## config.mk

```make
export PLATFORM = sky130hd
export DESIGN_NAME = inta_ack_sequencer_flat
export DESIGN_NICKNAME = d
export VERILOG_FILES = /design/src/rtl/inta_ack_sequencer_if.sv /design/src/rtl/inta_ack_sequencer.sv /design/src/flat_wrapper.sv
export SDC_FILE = /design/constraint.sdc
export NUM_CORES = 1
export LEC_CHECK = 0
export ABC_AREA = 1
export CAP_MARGIN = 15
export CORE_UTILIZATION = 40
export CTS_BUF_LIST = sky130_fd_sc_hd__clkbuf_4 sky130_fd_sc_hd__clkbuf_8
export DETAILED_ROUTE_END_ITERATION = 12
export GPL_TIMING_DRIVEN = 0
export PLACE_DENSITY_LB_ADDON = 0.05
export SETUP_SLACK_MARGIN = 0.15
export SYNTH_ARGS = -nofsm -noshare
export SYNTH_HDL_FRONTEND = slang
export SYNTH_SLANG_ARGS = --single-unit
```

## constraint.sdc

```tcl
create_clock -name clk -period 3.4 [get_ports clk]
set_input_delay 0.68 -clock clk [delete_from_list [all_inputs] [get_ports clk]]
set_output_delay 0.68 -clock clk [all_outputs]
set_load 0.01 [all_outputs]
```

## src/rtl/inta_ack_sequencer_if.sv

```systemverilog
// Bundle between the interrupt-acknowledge sequencer and its CPU/config environment.
`default_nettype none

interface inta_ack_sequencer_if;
    logic [7:0] irr;
    logic [7:0] imr;
    logic       inta;
    logic [4:0] icw2;
    logic       sngl;
    logic       sp_en;
    logic [7:0] icw3;
    logic       cas_sel;
    logic       aeoi;
    logic       eoi_cmd;
    logic       eoi_spec;
    logic [2:0] eoi_level;
    logic       int_req;
    logic [2:0] ir_level;
    logic [7:0] clr_irr;
    logic [7:0] isr;
    logic [7:0] vector;
    logic       vector_oe;

    modport master (
        output irr, imr, inta, icw2, sngl, sp_en, icw3, cas_sel,
               aeoi, eoi_cmd, eoi_spec, eoi_level,
        input  int_req, ir_level, clr_irr, isr, vector, vector_oe
    );

    modport slave (
        input  irr, imr, inta, icw2, sngl, sp_en, icw3, cas_sel,
               aeoi, eoi_cmd, eoi_spec, eoi_level,
        output int_req, ir_level, clr_irr, isr, vector, vector_oe
    );
endinterface

`default_nettype wire

```

## src/rtl/inta_ack_sequencer.sv

```systemverilog
// 8259-style interrupt-acknowledge sequencer: priority resolve, 8086 two-pulse INTA
// tracking, in-service register ownership and vector byte generation.
`default_nettype none

module inta_ack_sequencer #(
    parameter int SYNC_STAGES = 2,
    parameter int GAP_TIMEOUT = 64
) (
    input  wire logic             clk,
    input  wire logic             rst_n,
    inta_ack_sequencer_if.slave   bus
);

    localparam int GW = $clog2(GAP_TIMEOUT + 1);

    typedef enum logic [2:0] {
        S_IDLE = 3'd0,
        S_PEND = 3'd1,
        S_ACK1 = 3'd2,
        S_GAP  = 3'd3,
        S_ACK2 = 3'd4
    } state_t;

    state_t                 state_q;
    logic [SYNC_STAGES-1:0] sync_q;
    logic                   prev_q;
    logic                   int_q;
    logic [2:0]             ir_level_q;
    logic [7:0]             clr_irr_q;
    logic [7:0]             isr_q;
    logic [7:0]             vector_q;
    logic                   vector_oe_q;
    logic                   spurious_q;
    logic [GW-1:0]          gap_q;

    logic       inta_s;
    logic       le;
    logic       te;
    logic [7:0] cand;
    logic [7:0] win_oh;
    logic [7:0] isr_low;
    logic [2:0] win_idx;
    logic       valid;
    logic [7:0] eoi_clr;
    logic [7:0] isr_kept;
    logic       oe_en;

    assign inta_s = sync_q[SYNC_STAGES-1];
    assign le     = prev_q & ~inta_s;
    assign te     = ~prev_q & inta_s;

    // x & -x isolates the lowest set bit; one-hot compare then orders priorities.
    assign cand    = bus.irr & ~bus.imr;
    assign win_oh  = cand & (~cand + 8'd1);
    assign isr_low = isr_q & (~isr_q + 8'd1);
    assign valid   = (cand != 8'd0) && ((isr_q == 8'd0) || (win_oh < isr_low));

    always_comb begin
        win_idx = 3'd0;
        for (int i = 7; i >= 0; i--) begin
            if (cand[i]) win_idx = 3'(i);
        end
    end

    always_comb begin
        eoi_clr = 8'd0;
        if (bus.eoi_cmd && !bus.aeoi) begin
            eoi_clr = bus.eoi_spec ? (8'd1 << bus.eoi_level) : isr_low;
        end
    end

    // EOI works on the pre-update ISR; sets/AEOI clears are layered on top.
    assign isr_kept = isr_q & ~eoi_clr;
    assign oe_en    = bus.sngl | (bus.sp_en & ~bus.icw3[ir_level_q])
                    | (~bus.sp_en & bus.cas_sel);

    always_ff @(posedge clk or negedge rst_n) begin
        if (!rst_n) begin
            state_q     <= S_IDLE;
            sync_q      <= '1;
            prev_q      <= 1'b1;
            int_q       <= 1'b0;
            ir_level_q  <= 3'd0;
            clr_irr_q   <= 8'd0;
            isr_q       <= 8'd0;
            vector_q    <= 8'd0;
            vector_oe_q <= 1'b0;
            spurious_q  <= 1'b0;
            gap_q       <= '0;
        end else begin
            sync_q    <= {sync_q[SYNC_STAGES-2:0], bus.inta};
            prev_q    <= inta_s;
            clr_irr_q <= 8'd0;
            isr_q     <= isr_kept;

            case (state_q)
                S_IDLE: begin
                    if (le) begin
                        state_q    <= S_ACK1;
                        ir_level_q <= 3'd7;
                        vector_q   <= {bus.icw2, 3'd7};
                        spurious_q <= 1'b1;
                    end else if (valid) begin
                        state_q <= S_PEND;
                        int_q   <= 1'b1;
                    end
                end
                S_PEND: begin
                    if (le) begin
                        state_q <= S_ACK1;
                        int_q   <= 1'b0;
                        if (valid) begin
                            ir_level_q <= win_idx;
                            vector_q   <= {bus.icw2, win_idx};
                            isr_q      <= isr_kept | win_oh;
                            clr_irr_q  <= win_oh;
                            spurious_q <= 1'b0;
                        end else begin
                            ir_level_q <= 3'd7;
                            vector_q   <= {bus.icw2, 3'd7};
                            spurious_q <= 1'b1;
                        end
                    end
                end
                S_ACK1: begin
                    int_q <= 1'b0;
                    if (te) begin
                        state_q <= S_GAP;
                        gap_q   <= '0;
                    end
                end
                S_GAP: begin
                    if (le) begin
                        state_q     <= S_ACK2;
                        vector_oe_q <= oe_en;
                    end else if (gap_q == GW'(GAP_TIMEOUT - 1)) begin
                        state_q     <= S_IDLE;
                        vector_oe_q <= 1'b0;
                    end else begin
                        gap_q <= gap_q + 1'b1;
                    end
                end
                S_ACK2: begin
                    if (te) begin
                        state_q     <= S_IDLE;
                        vector_oe_q <= 1'b0;
                        if (bus.aeoi && !spurious_q) begin
                            isr_q <= isr_kept & ~(8'd1 << ir_level_q);
                        end
                    end
                end
                default: state_q <= S_IDLE;
            endcase
        end
    end

    assign bus.int_req   = int_q;
    assign bus.ir_level  = ir_level_q;
    assign bus.clr_irr   = clr_irr_q;
    assign bus.isr       = isr_q;
    assign bus.vector    = vector_q;
    assign bus.vector_oe = vector_oe_q;

endmodule

`default_nettype wire

```

## src/flat_wrapper.sv

```systemverilog
// flat-port wrapper written by rule: the top's interface ports become plain ports
module inta_ack_sequencer_flat 
#(
    parameter int SYNC_STAGES = 2,
    parameter int GAP_TIMEOUT = 64
)
  (clk, rst_n, bus_irr, bus_imr, bus_inta, bus_icw2, bus_sngl, bus_sp_en, bus_icw3, bus_cas_sel, bus_aeoi, bus_eoi_cmd, bus_eoi_spec, bus_eoi_level, bus_int_req, bus_ir_level, bus_clr_irr, bus_isr, bus_vector, bus_vector_oe);
  inta_ack_sequencer_if bus_i ();
  input  wire logic clk;
  input  wire logic rst_n;
  input wire logic [$bits(bus_i.irr)-1:0] bus_irr;
  input wire logic [$bits(bus_i.imr)-1:0] bus_imr;
  input wire logic [$bits(bus_i.inta)-1:0] bus_inta;
  input wire logic [$bits(bus_i.icw2)-1:0] bus_icw2;
  input wire logic [$bits(bus_i.sngl)-1:0] bus_sngl;
  input wire logic [$bits(bus_i.sp_en)-1:0] bus_sp_en;
  input wire logic [$bits(bus_i.icw3)-1:0] bus_icw3;
  input wire logic [$bits(bus_i.cas_sel)-1:0] bus_cas_sel;
  input wire logic [$bits(bus_i.aeoi)-1:0] bus_aeoi;
  input wire logic [$bits(bus_i.eoi_cmd)-1:0] bus_eoi_cmd;
  input wire logic [$bits(bus_i.eoi_spec)-1:0] bus_eoi_spec;
  input wire logic [$bits(bus_i.eoi_level)-1:0] bus_eoi_level;
  output wire logic [$bits(bus_i.int_req)-1:0] bus_int_req;
  output wire logic [$bits(bus_i.ir_level)-1:0] bus_ir_level;
  output wire logic [$bits(bus_i.clr_irr)-1:0] bus_clr_irr;
  output wire logic [$bits(bus_i.isr)-1:0] bus_isr;
  output wire logic [$bits(bus_i.vector)-1:0] bus_vector;
  output wire logic [$bits(bus_i.vector_oe)-1:0] bus_vector_oe;
  assign bus_i.irr = bus_irr;
  assign bus_i.imr = bus_imr;
  assign bus_i.inta = bus_inta;
  assign bus_i.icw2 = bus_icw2;
  assign bus_i.sngl = bus_sngl;
  assign bus_i.sp_en = bus_sp_en;
  assign bus_i.icw3 = bus_icw3;
  assign bus_i.cas_sel = bus_cas_sel;
  assign bus_i.aeoi = bus_aeoi;
  assign bus_i.eoi_cmd = bus_eoi_cmd;
  assign bus_i.eoi_spec = bus_eoi_spec;
  assign bus_i.eoi_level = bus_eoi_level;
  assign bus_int_req = bus_i.int_req;
  assign bus_ir_level = bus_i.ir_level;
  assign bus_clr_irr = bus_i.clr_irr;
  assign bus_isr = bus_i.isr;
  assign bus_vector = bus_i.vector;
  assign bus_vector_oe = bus_i.vector_oe;
  inta_ack_sequencer #(.SYNC_STAGES(SYNC_STAGES), .GAP_TIMEOUT(GAP_TIMEOUT)) u_core (.clk(clk), .rst_n(rst_n), .bus(bus_i));
endmodule
```

==> Flow_metrics.wiki, run 1 <==
{| class="wikitable"
! Metric !! Value
|-
| Result of the run || finished, final reports clean
|-
| Largest fanout on the critical path || 10
|-
| Series of cell instances along the critical path || clkdlybuf4s50_1 > inv_1 > nand2_1 > nand2_2 > nor2_2 > inv_1 > nor3_1 > ha_1 > a21oi_1 > o21a_1 > nand2_1 > nand2_2 > nand2_4 > inv_2 > nand3_1 > o21ai_0
|-
| Wire length of the first global-routing pass || 10600 um
|-
| Layout cells sized above 1 || 10.7%
|-
| Fraction of the mapped netlist area in simple logic gates || 32.8%
|-
| Clock tree root buffer cell || clkbuf_8
|-
| Register-to-register path setup slack || 0.97 ns
|-
| RSZ-0062 raised after global routing || false
|-
| Max frequency || 344 MHz
|-
| Per-cell routed wire length || 12.9 um
|-
| Std-Cell Core Area || 5990 sq um
|-
| Post-detailed-route count of antenna-violating nets || 0
|-
| H-tree levels || 2
|-
| Yosys top cell by area || dfrtp_1
|-
| Fillcell total || 600
|-
| Headroom to the max-slew limit || 66.5%
|-
| Clock slew at the register clock pins of the worst setup and hold paths || 0.08 ns
|-
| PortBufs || 68
|-
| Finished Core Util || 56.9%
|-
| Leakage power total || 1.64 nW
|-
| Clock tree from TritonCTS || yes
|-
| Worst path max stage delay || 0.45 ns
|-
| Mean cell area of the mapped netlist || 7.31 sq um
|-
| Insertion delay of the later-clocked pin in the worst-skew pair || 0.30 ns
|-
| Aggregate routed wire length || 6370 um
|-
| Top post-synthesis cells by area || dfrtp_1, nand2_1, inv_1, nor2_1, ha_1
|-
| Mapped cell area || 2510 sq um
|-
| Hold buffers post-CTS || 0
|-
| Non-Filler Instances || 495
|-
| Total inserted antenna cells || 0
|-
| Post-Route Hold Slack || 0.236 ns
|-
| Number of buffers between clock root and the deepest sink || 2
|-
| Number of max-cap violations || 0
|-
| Aggregate negative setup slack || 0 ns
|-
| Antenna violations before repair || 0
|-
| Worst-Margin Slew || 0.499 ns
|-
| Via/cell ratio || 4.88
|-
| Final estimated routing congestion in global placement || 0.840
|-
| Share of the synthesized area in the top cell type || 36.9%
|-
| Number of different library cells in the post-synthesis netlist || 39
|-
| Setup violations, final || 0
|-
| Die extent in y || 81.2 um
|-
| Maximum VDD drop || 0.383 mV
|-
| Hold Fails Final Rpt || 0
|-
| Gate count of the mapped netlist || 343
|-
| Number of search-and-repair iterations in the first detailed-routing pass || 4
|-
| Worst hold-check path type || in2async
|-
| Clock buffers created by TritonCTS || 5
|-
| Number of design rule violations left after detail routing || 0
|-
| Area overhead of the layout relative to synthesis || 35.9%
|-
| Vias in the first global route || 2254
|-
| Clock sink count || 40
|-
| Critical-path top delay cell || clkdlybuf4s50_1
|-
| Vias || 2414
|-
| Placement-stage cell area || 3300 sq um
|-
| DR iter-0 viols || 120
|-
| Ratio of final minimum period to clock period || 85.6%
|-
| Arithmetic-cell share of the synthesized area counting full adders, half adders and majority gates || 3.99%
|-
| Critical Path AT || 3.13 ns
|-
| Net Count, Synth || 392
|-
| Proportion of synthesized chip area in sequential cells || 40.0%
|-
| Type of origin of the critical path || input port
|-
| Data required time of the critical path || 3.62 ns
|-
| Aggregate global routing overflow || 0
|-
| Floorplan die width || 81.2 um
|-
| Maximum number of pins on one net before global-route repair || 33
|-
| Class of the most critical setup path || in2reg
|-
| Clock period minus final worst setup slack || 2.91 ns
|-
| Overall Global Routing Usage || 21.3%
|-
| Final HPWL from detailed placement || 5110 um
|-
| Total number of placement rows || 28
|-
| Xor and xnor fraction of the mapped netlist area || 1.05%
|-
| Portion of netlist area occupied by mux cells || 0%
|-
| Combinational family with the most area after synthesis || simple AND/OR/NAND/NOR gates
|-
| Number of cells upsized or downsized after cts || 0
|-
| Top Ports || 70
|-
| Starting utilization of the core area || 41.9%
|-
| Count of placed standard cells including taps || 487
|-
| Postcts setup bufs || 0
|-
| Warnings, synthesis || 0
|-
| P per Cell Area || 678 nW/um^2
|-
| Nets || 468
|-
| Share of the synthesized area in compound gates (AO/OA/AOI/OAI) || 12.3%
|-
| Pins Over Slew Limit || 0
|-
| Clock skew || 0.0110 ns
|-
| Endpoint kind of the worst setup timing path || flip-flop
|-
| Post-layout instance area || 3410 sq um
|-
| Die footprint || 6590 sq um
|-
| Seq cells post-synth || 40
|}
[metal layers]
layer	share of wire [%]	global-route usage [%]	routed length (um)	up-vias
li1	-	-	-	1251
met1	49	29.5	3110	1082
met2	44	32.9	2770	69
met3	6.4	5.17	410	12
met4	1.2	6.07	76	0
met5	0	0	0	-
[worst max-delay path, delay by kind of cell]
family | cells | cell delay [ns]
buffers and inverters | 4 | 0.69
adders and majority gates | 1 | 0.30
and+or+nand+nor | 8 | 1.09
AOI/OAI and AO/OA | 3 | 0.35
[final timing paths]
| kind | start | endpoint | cells past startpoint |
|---|---|---|---|
| worst max-delay path | bus_imr[0] | u_core.bus.isr[4] | 16 |
| worst min-delay path | rst_n | u_core.bus.isr[4] | 1 |
| worst max register to register | u_core.bus.isr[0] | u_core.bus.isr[4] | 15 |
| worst min register to register | u_core.sync_q[0] | u_core.sync_q[1] | 0 |
| max in group asynchronous | rst_n | u_core.sync_q[1] | 2 |
| min in group clk | u_core.sync_q[0] | u_core.sync_q[1] | 0 |
[flip-flops by register name, summed over array words and instances (netlist names)]
name and cells:
u_core.state_q 3, u_core.gap_q 7, u_core.bus.isr 8, u_core.spurious_q 1, u_core.sync_q 2, u_core.bus.ir_level 2
u_core.bus.clr_irr 8, u_core.bus.vector 6, u_core.prev_q 1, u_core.bus.vector_oe 1, u_core.bus.int_req 1
[kinds of logic after synthesis]
family	after synthesis
simple gates	177
flops	40
compound gates	53
buf+inv	62
xor+xnor	3
fa+ha+maj	8
[cell type report]
class	count	area, sq um	share of cell area, %
multi-input combinational	241	1260	36.8
sequential	40	1000	29.5
timing repair buffer	69	696	20.4
inverter	58	220	6.46
tap	75	93.8	2.75
clock buffer	6	76.3	2.24
clock inverter	2	35.0	1.03
buffer	4	27.5	0.807
[placed cells by master (no fill, tap or decap), types with 3 or more instances in the layout]
cell	instances
nand3_1	19
nand2_2	3
clkdlybuf4s50_1	67
buf_4	3
clkbuf_8	5
a21oi_1	12
inv_2	9
dfrtp_1	37
o21ai_0	18
nor2_4	3
xor2_1	3
a31oi_1	3
dfstp_2	3
o22ai_1	3
o21a_1	3
o31ai_1	3
nand2_1	88
o21ai_1	4
inv_1	48
nor2_1	39
nor3_1	8
ha_1	8
nor3_2	3
[stage by stage]
step	worst slack, ns	power [mW]
2_1_floorplan	1.03	1.45
3_3_place_gp	0.201	1.89
3_5_place_dp	0.192	1.92
4_1_cts	0.505	2.32
5_1_grt	0.262	2.50
6_report	0.489	2.31
[power breakdown]
part	internal [mW]	switching (mW)	total, mW
combinational	0.509	0.674	1.18
clock	0.226	0.176	0.402
sequential	0.604	0.124	0.728
[synth_stat cells (all sizes together)]
library cell,count
or2,3
nand2,92
o211ai,1
inv,58
o21ai,22
a31oi,3
o22ai,3
nor3,12
xor2,3
o31ai,3
dfstp,3
buf,4
o21bai,2
dfrtp,37
o21a,3
and3,2
a22oi,2
o32ai,1
a22o,1
ha,8
nand3b,2
a21oi,12
nand4,1
nor2,43
nor4,1
nand3,21
Power figures use the tool's default switching activity.
==> run 2: changes to the inputs <==
--- a/config.mk
+++ b/config.mk
@@ -7,6 +7,7 @@
 export LEC_CHECK = 0
 export ABC_AREA = 1
 export CAP_MARGIN = 15
+export CORE_MARGIN = 2
 export CORE_UTILIZATION = 40
 export CTS_BUF_LIST = sky130_fd_sc_hd__clkbuf_4 sky130_fd_sc_hd__clkbuf_8
 export DETAILED_ROUTE_END_ITERATION = 12
==> run 2 against run 1 <==
Combinational power hardly changed. Count of clock-buffer cells in the layout is 2 higher. Largest power group unchanged. Critical path depth stayed put. Final cell count stayed put. Sequential cell count stayed put. First-iteration DRC count is 33% higher.
==> Flow_metrics.wiki, run 2 (synthesized netlist as in run 1, its figures left out) <==
{| class="wikitable"
! Metric !! Value
|-
| Result of the run || finished, final reports clean
|-
| Worst-Margin Slew || 0.539 ns (+0.0402 ns)
|-
| Pins Over Slew Limit || 0 (unchanged)
|-
| Endpoint kind of the worst setup timing path || flip-flop
|-
| Critical Path AT || 3.19 ns (+0.06 ns)
|-
| Total inserted antenna cells || 0 (unchanged)
|-
| PortBufs || 68 (unchanged)
|-
| Final estimated routing congestion in global placement || 0.840 (about the same)
|-
| Number of buffers between clock root and the deepest sink || 2 (unchanged)
|-
| Number of max-cap violations || 0 (unchanged)
|-
| Max frequency || 335 MHz (-2.5%)
|-
| Die extent in y || 83.2 um (+2.5%)
|-
| Finished Core Util || 56.8% (-0.10 points)
|-
| Hold buffers post-CTS || 0 (unchanged)
|-
| Nets || 468 (unchanged)
|-
| Non-Filler Instances || 495 (unchanged)
|-
| Vias || 2465 (+2.1%)
|-
| Maximum VDD drop || 0.500 mV (+31%)
|-
| Clock tree root buffer cell || clkbuf_8
|-
| Data required time of the critical path || 3.60 ns (-0.02 ns)
|-
| Hold Fails Final Rpt || 0 (unchanged)
|-
| Std-Cell Core Area || 5990 sq um (unchanged)
|-
| Postcts setup bufs || 0 (unchanged)
|-
| Type of origin of the critical path || input port
|-
| Per-cell routed wire length || 12.8 um (-0.78%)
|-
| Commonest non-fill, non-tap cells in the layout || nand2_1, clkdlybuf4s50_1, inv_1, nor2_1, dfrtp_1
|-
| Setup violations, final || 0 (unchanged)
|-
| Routed metal-1 wire length || 3010 um (-3.2%)
|-
| Vias in the first global route || 2338 (+3.7%)
|-
| Number of search-and-repair iterations in the first detailed-routing pass || 4 (unchanged)
|-
| Class of the most critical setup path || in2reg
|-
| Top Ports || 70 (unchanged)
|-
| Antenna violations before repair || 0 (unchanged)
|-
| Aggregate routed wire length || 6320 um (-0.78%)
|-
| DR iter-0 viols || 160 (+33%)
|-
| Ratio of final minimum period to clock period || 87.8% (+2.2 points)
|-
| Floorplan die width || 83.2 um (+2.5%)
|-
| Total number of placement rows || 28 (unchanged)
|-
| Placement-stage cell area || 3310 sq um (+0.23%)
|-
| H-tree levels || 2 (unchanged)
|-
| Number of design rule violations left after detail routing || 0 (unchanged)
|-
| Largest fanout on the critical path || 10 (unchanged)
|-
| Worst hold-check path type || in2async
|-
| Post-layout instance area || 3400 sq um (-0.18%)
|-
| Uppermost metal layer occupied by signal nets || met4
|-
| Clock slew at the register clock pins of the worst setup and hold paths || 0.07 ns (about the same)
|-
| Clock buffers created by TritonCTS || 5 (unchanged)
|-
| Number of cells upsized or downsized after cts || 0 (unchanged)
|-
| P per Cell Area || 660 nW/um^2 (-2.8%)
|-
| Clock sink count || 40 (unchanged)
|-
| Wire length of the first global-routing pass || 10600 um (about the same)
|-
| Aggregate negative setup slack || 0 ns (unchanged)
|-
| Post-Route Hold Slack || 0.352 ns (+0.115 ns)
|-
| Area overhead of the layout relative to synthesis || 35.7%
|-
| Leakage power total || 1.63 nW (-0.18%)
|-
| RSZ-0062 raised after global routing || false
|-
| Overall Global Routing Usage || 18.8% (-2.5 points)
|-
| Aggregate global routing overflow || 0 (unchanged)
|-
| Worst path setup slack after routing || 0.414 ns (-0.0746 ns)
|-
| Post-detailed-route count of antenna-violating nets || 0 (unchanged)
|-
| Headroom to the max-slew limit || 63.8% (-2.7 points)
|-
| Count of placed standard cells including taps || 487 (unchanged)
|-
| Starting utilization of the core area || 41.9% (unchanged)
|-
| Maximum number of pins on one net before global-route repair || 22 (-33%)
|-
| Sum of met3 wire segment lengths after detailed routing || 499 um (+22%)
|-
| Place WS || 0.115 ns (-0.0777 ns)
|-
| Via/cell ratio || 4.98 (+2.1%)
|-
| Layout cells sized above 1 || 10.7% (unchanged)
|-
| Clock period minus final worst setup slack || 2.99 ns (+0.0746 ns)
|-
| Total met2 wirelength after detailed routing || 2760 um (-0.54%)
|-
| Commonest non-fill, non-tap cell in the layout || nand2_1
|-
| Insertion delay of the later-clocked pin in the worst-skew pair || 0.29 ns (about the same)
|-
| Clock skew || 0.00968 ns (-0.00128 ns)
|-
| Total power || 2.24 mW (-2.9%)
|-
| Die footprint || 6920 sq um (+5.0%)
|-
| Final HPWL from detailed placement || 5210 um (+1.9%)
|-
| Clock tree from TritonCTS || yes
|}
run 2: cell count changes in the layout (fill, tap and decap cells not counted):
cell,previous run,this run
buf_12,1,0
buf_16,0,1
bufinv_16,1,0
clkbuf_4,1,2
clkbuf_8,5,6
clkinv_2,1,0
run 2: where the power goes:
part / internal (mW) / leakage [nW] / switching, mW
Sequential: 0.604 / 0.516 / 0.121
Clock: 0.181 / 0.0523 / 0.157
Combinational: 0.510 / 1.07 / 0.671
run 2: worst paths after layout:
path | start | endpoint | slack, ns | depth (start not counted)
setup / recovery | bus_imr[0] | u_core.bus.isr[0] | 0.41 | 16
hold / removal | rst_n | u_core.spurious_q | 0.35 | 1
setup reg to reg | u_core.bus.isr[3] | u_core.bus.isr[0] | 1.02 | 13
hold reg to reg | u_core.sync_q[0] | u_core.sync_q[1] | 0.36 | 0
max in group asynchronous | rst_n | u_core.sync_q[1] | 2.50 | 2
min in group clk | u_core.sync_q[0] | u_core.sync_q[1] | 0.36 | 0
run 2: per-layer routing:
| layer | track usage, % | up-vias |
|---|---|---|
| li1 | - | 1253 |
| met1 | 25.7 | 1122 |
| met2 | 30.0 | 83 |
| met3 | 5.47 | 7 |
| met4 | 3.58 | 0 |
| met5 | 0 | - |
run 2: critical path, cell delays in order:
cell	delay [ns]
clkdlybuf4s50_1	0.45
inv_1	0.03
nand2_1	0.18
nand2_2	0.12
nor2_2	0.13
inv_1	0.08
nor3_1	0.30
ha_1	0.31
a21oi_1	0.15
o21a_1	0.13
nand2_1	0.06
nand2_2	0.10
nand2_4	0.12
inv_2	0.13
nand2_1	0.07
o21ai_0	0.16
run 2: area by class of cell:
type | instances | area [sq um]
plain buffers | 4 | 27.5
repair buffers | 69 | 703
well taps | 75 | 93.8
multi-input cells | 241 | 1260
fillers | 614 | 2590
clock buffers | 8 | 97.6
flip-flops and latches | 40 | 1000
inverters | 58 | 220
==> run 3: changes to the inputs <==
--- a/config.mk
+++ b/config.mk
@@ -12,7 +12,7 @@
 export CTS_BUF_LIST = sky130_fd_sc_hd__clkbuf_4 sky130_fd_sc_hd__clkbuf_8
 export DETAILED_ROUTE_END_ITERATION = 12
 export GPL_TIMING_DRIVEN = 0
-export PLACE_DENSITY_LB_ADDON = 0.05
+export PLACE_DENSITY_LB_ADDON = 0.3
 export SETUP_SLACK_MARGIN = 0.15
 export SYNTH_ARGS = -nofsm -noshare
 export SYNTH_HDL_FRONTEND = slang
==> run 3 against run 2 <==
Sequential cell count did not move. Wire length up 2.5%. First-iteration DRC count decreased by 21%. Critical path type unchanged. Largest cell class unchanged. Sequential share of layout area is essentially flat. Count of clock-buffer cells in the layout fell by 2.
==> Flow_metrics.wiki, run 3 (synthesized netlist as in run 1, its figures left out) <==
{| class="wikitable"
! Metric !! Value
|-
| Result of the run || finished, final reports clean
|-
| Number of cells upsized or downsized after cts || 0 (unchanged)
|-
| Setup violations, final || 0 (unchanged)
|-
| Last element of the critical path || u_core.bus.ir_level[0]
|-
| Post-layout instance area || 3400 sq um (-0.11%)
|-
| Fraction of power spent switching nets || 42.2% (-0.066 points)
|-
| Floorplan die width || 83.2 um (unchanged)
|-
| Endpoint kind of the worst setup timing path || flip-flop
|-
| Total number of placement rows || 28 (unchanged)
|-
| R2R Path Start || u_core.bus.isr[0]
|-
| Clock slew at the register clock pins of the worst setup and hold paths || 0.09 ns (+0.02 ns)
|-
| Top Ports || 70 (unchanged)
|-
| Via/cell ratio || 5.04 (+1.2%)
|-
| PortBufs || 68 (unchanged)
|-
| Largest fanout on the critical path || 10 (unchanged)
|-
| Postcts setup bufs || 0 (unchanged)
|-
| Aggregate routed wire length || 6480 um (+2.5%)
|-
| Count of placed standard cells including taps || 486 (-0.21%)
|-
| Clock sink count || 40 (unchanged)
|-
| Wire length of the first global-routing pass || 11000 um (+3.7%)
|-
| Post-detailed-route count of antenna-violating nets || 0 (unchanged)
|-
| Die extent in y || 83.2 um (unchanged)
|-
| Layout cells sized above 1 || 10.5% (-0.21 points)
|-
| Critical Path AT || 3.16 ns (-0.03 ns)
|-
| Data required time of the critical path || 3.58 ns (-0.02 ns)
|-
| Place WS || 0.167 ns (+0.0526 ns)
|-
| H-tree levels || 2 (unchanged)
|-
| RSZ-0062 raised after global routing || false
|-
| Clock tree root buffer cell || clkbuf_8
|-
| Commonest non-fill, non-tap cells in the layout || nand2_1, clkdlybuf4s50_1, inv_1, nor2_1, dfrtp_1
|-
| Max frequency || 335 MHz (about the same)
|-
| Area overhead of the layout relative to synthesis || 35.5%
|-
| Switching power || 0.988 mW (+4.0%)
|-
| Overall Global Routing Usage || 19.2% (+0.41 points)
|-
| Fillcell total || 567 (-7.7%)
|-
| Worst-Margin Slew || 0.899 ns (+0.360 ns)
|-
| Die footprint || 6920 sq um (unchanged)
|-
| Number of design rule violations left after detail routing || 0 (unchanged)
|-
| Final HPWL from detailed placement || 5120 um (-1.6%)
|-
| Hold buffers post-CTS || 0 (unchanged)
|-
| Insertion delay of the later-clocked pin in the worst-skew pair || 0.30 ns (about the same)
|-
| Antenna violations before repair || 0 (unchanged)
|-
| Design internal power || 1.35 mW (+4.3%)
|-
| Headroom to the max-slew limit || 40.1% (-24 points)
|-
| Ratio of final minimum period to clock period || 87.8% (about the same)
|-
| Relative contribution of the clock network to total power || 18.0% (+2.9 points)
|-
| Combinational Power Share || 50.9% (-1.7 points)
|-
| Aggregate negative setup slack || 0 ns (unchanged)
|-
| Maximum number of pins on one net before global-route repair || 41 (+86%)
|-
| Reg-to-Reg End || u_core.bus.ir_level[0]
|-
| DR iter-0 viols || 127 (-21%)
|-
| Register-to-register path setup slack || 1.00 ns (-0.02 ns)
|-
| CP startpoint || bus_imr[0]
|-
| Aggregate global routing overflow || 0 (unchanged)
|-
| Nets || 467 (-0.21%)
|-
| Maximum VDD drop || 0.469 mV (-6.3%)
|-
| Class of the most critical setup path || in2reg
|-
| Commonest non-fill, non-tap cell in the layout || nand2_1
|-
| Hold Fails Final Rpt || 0 (unchanged)
|-
| Worst path setup slack after routing || 0.416 ns (+0.00123 ns)
|-
| Clock period minus final worst setup slack || 2.98 ns (-0.00123 ns)
|-
| P per Cell Area || 688 nW/um^2 (+4.3%)
|-
| Per-cell routed wire length || 13.1 um (+2.8%)
|-
| Share of total power in sequential cells || 31.1% (-1.2 points)
|-
| Leakage power total || 1.63 nW (-0.22%)
|-
| Clock skew || 0.0111 ns (+0.00144 ns)
|-
| Worst hold-check path type || reg2reg
|-
| Placement-stage cell area || 3280 sq um (-0.83%)
|-
| Number of search-and-repair iterations in the first detailed-routing pass || 4 (unchanged)
|-
| Type of origin of the critical path || input port
|-
| Depth of the worst register-to-register path || 14 (+1)
|-
| Number of max-cap violations || 0 (unchanged)
|-
| Clock tree from TritonCTS || yes
|-
| Starting utilization of the core area || 41.9% (unchanged)
|-
| Number of buffers between clock root and the deepest sink || 2 (unchanged)
|-
| Final estimated routing congestion in global placement || 0.886 (+5.5%)
|-
| Vias in the first global route || 2534 (+8.4%)
|-
| Std-Cell Core Area || 5990 sq um (unchanged)
|-
| Total inserted antenna cells || 0 (unchanged)
|-
| Pins Over Slew Limit || 0 (unchanged)
|-
| Vias || 2490 (+1.0%)
|-
| Clock buffers created by TritonCTS || 5 (unchanged)
|-
| Non-Filler Instances || 494 (-0.20%)
|}
## run 3: changes by cell type in the layout (fill, tap and decap cells not counted), sizes merged
cell    change
buf         -1
clkbuf      -2
bufinv      +1
clkinv      +1
## run 3: power groups by stage
stage	Clock [mW]	Combinational [mW]	Sequential (mW)
after floorplan	0	0.705	0.748
after global placement	0	1.16	0.730
after detailed placement	0	1.18	0.733
after CTS	0.422	1.20	0.726
after global routing	0.447	1.33	0.749
final	0.421	1.19	0.727
## run 3: worst min-delay path by stage
stage | start | cells after the start | to | slack [ns]
floorplan | u_core.sync_q[0] | 0 | u_core.sync_q[1] | 0.35
global placement | u_core.sync_q[0] | 0 | u_core.sync_q[1] | 0.35
detailed placement | u_core.sync_q[0] | 0 | u_core.sync_q[1] | 0.35
CTS | u_core.sync_q[0] | 0 | u_core.sync_q[1] | 0.36
global route | u_core.sync_q[0] | 0 | u_core.sync_q[1] | 0.36
finish | u_core.sync_q[0] | 0 | u_core.sync_q[1] | 0.36
## run 3: metal layers
layer	GRT usage (%)	up-vias	part of all wire [%]
li1	-	1247	-
met1	24.7	1147	44
met2	31.5	86	48
met3	4.77	10	7.3
met4	7.00	0	1.3
met5	0	-	0
## run 3: area by class of cell
cell class / count / area, sq um / area share [%]
Clock inverter: 2 / 38.8 / 1.14
Timing Repair Buffer: 68 / 676 / 19.9
Multi-Input combinational cell: 241 / 1260 / 37.0
Inverter: 58 / 220 / 6.48
Clock buffer: 6 / 82.6 / 2.43
Buffer: 4 / 27.5 / 0.810
Sequential cell: 40 / 1000 / 29.6
Tap cell: 75 / 93.8 / 2.76
## run 3: critical path, cell delays in order
cell             delay [ns]
clkdlybuf4s50_1        0.45
inv_1                  0.03
nand2_1                0.17
nand2_2                0.12
nor2_2                 0.13
inv_1                  0.07
nor3_1                 0.30
ha_1                   0.32
a21oi_1                0.15
o21a_1                 0.13
nand2_1                0.06
nand2_2                0.10
nand2_4                0.11
o21ai_1                0.23
nand3_1                0.11
## run 3: metrics by stage
| step | hold WS [ns] | total power [mW] | utilization, % |
|---|---|---|---|
| 2_1_floorplan | 0.345 | 1.45 | - |
| 3_3_place_gp | 0.346 | 1.89 | 54.8 |
| 3_5_place_dp | 0.347 | 1.92 | 54.7 |
| 4_1_cts | 0.360 | 2.34 | 56.7 |
| 5_1_grt | 0.365 | 2.53 | 56.7 |
| 6_report | 0.360 | 2.34 | 56.7 |
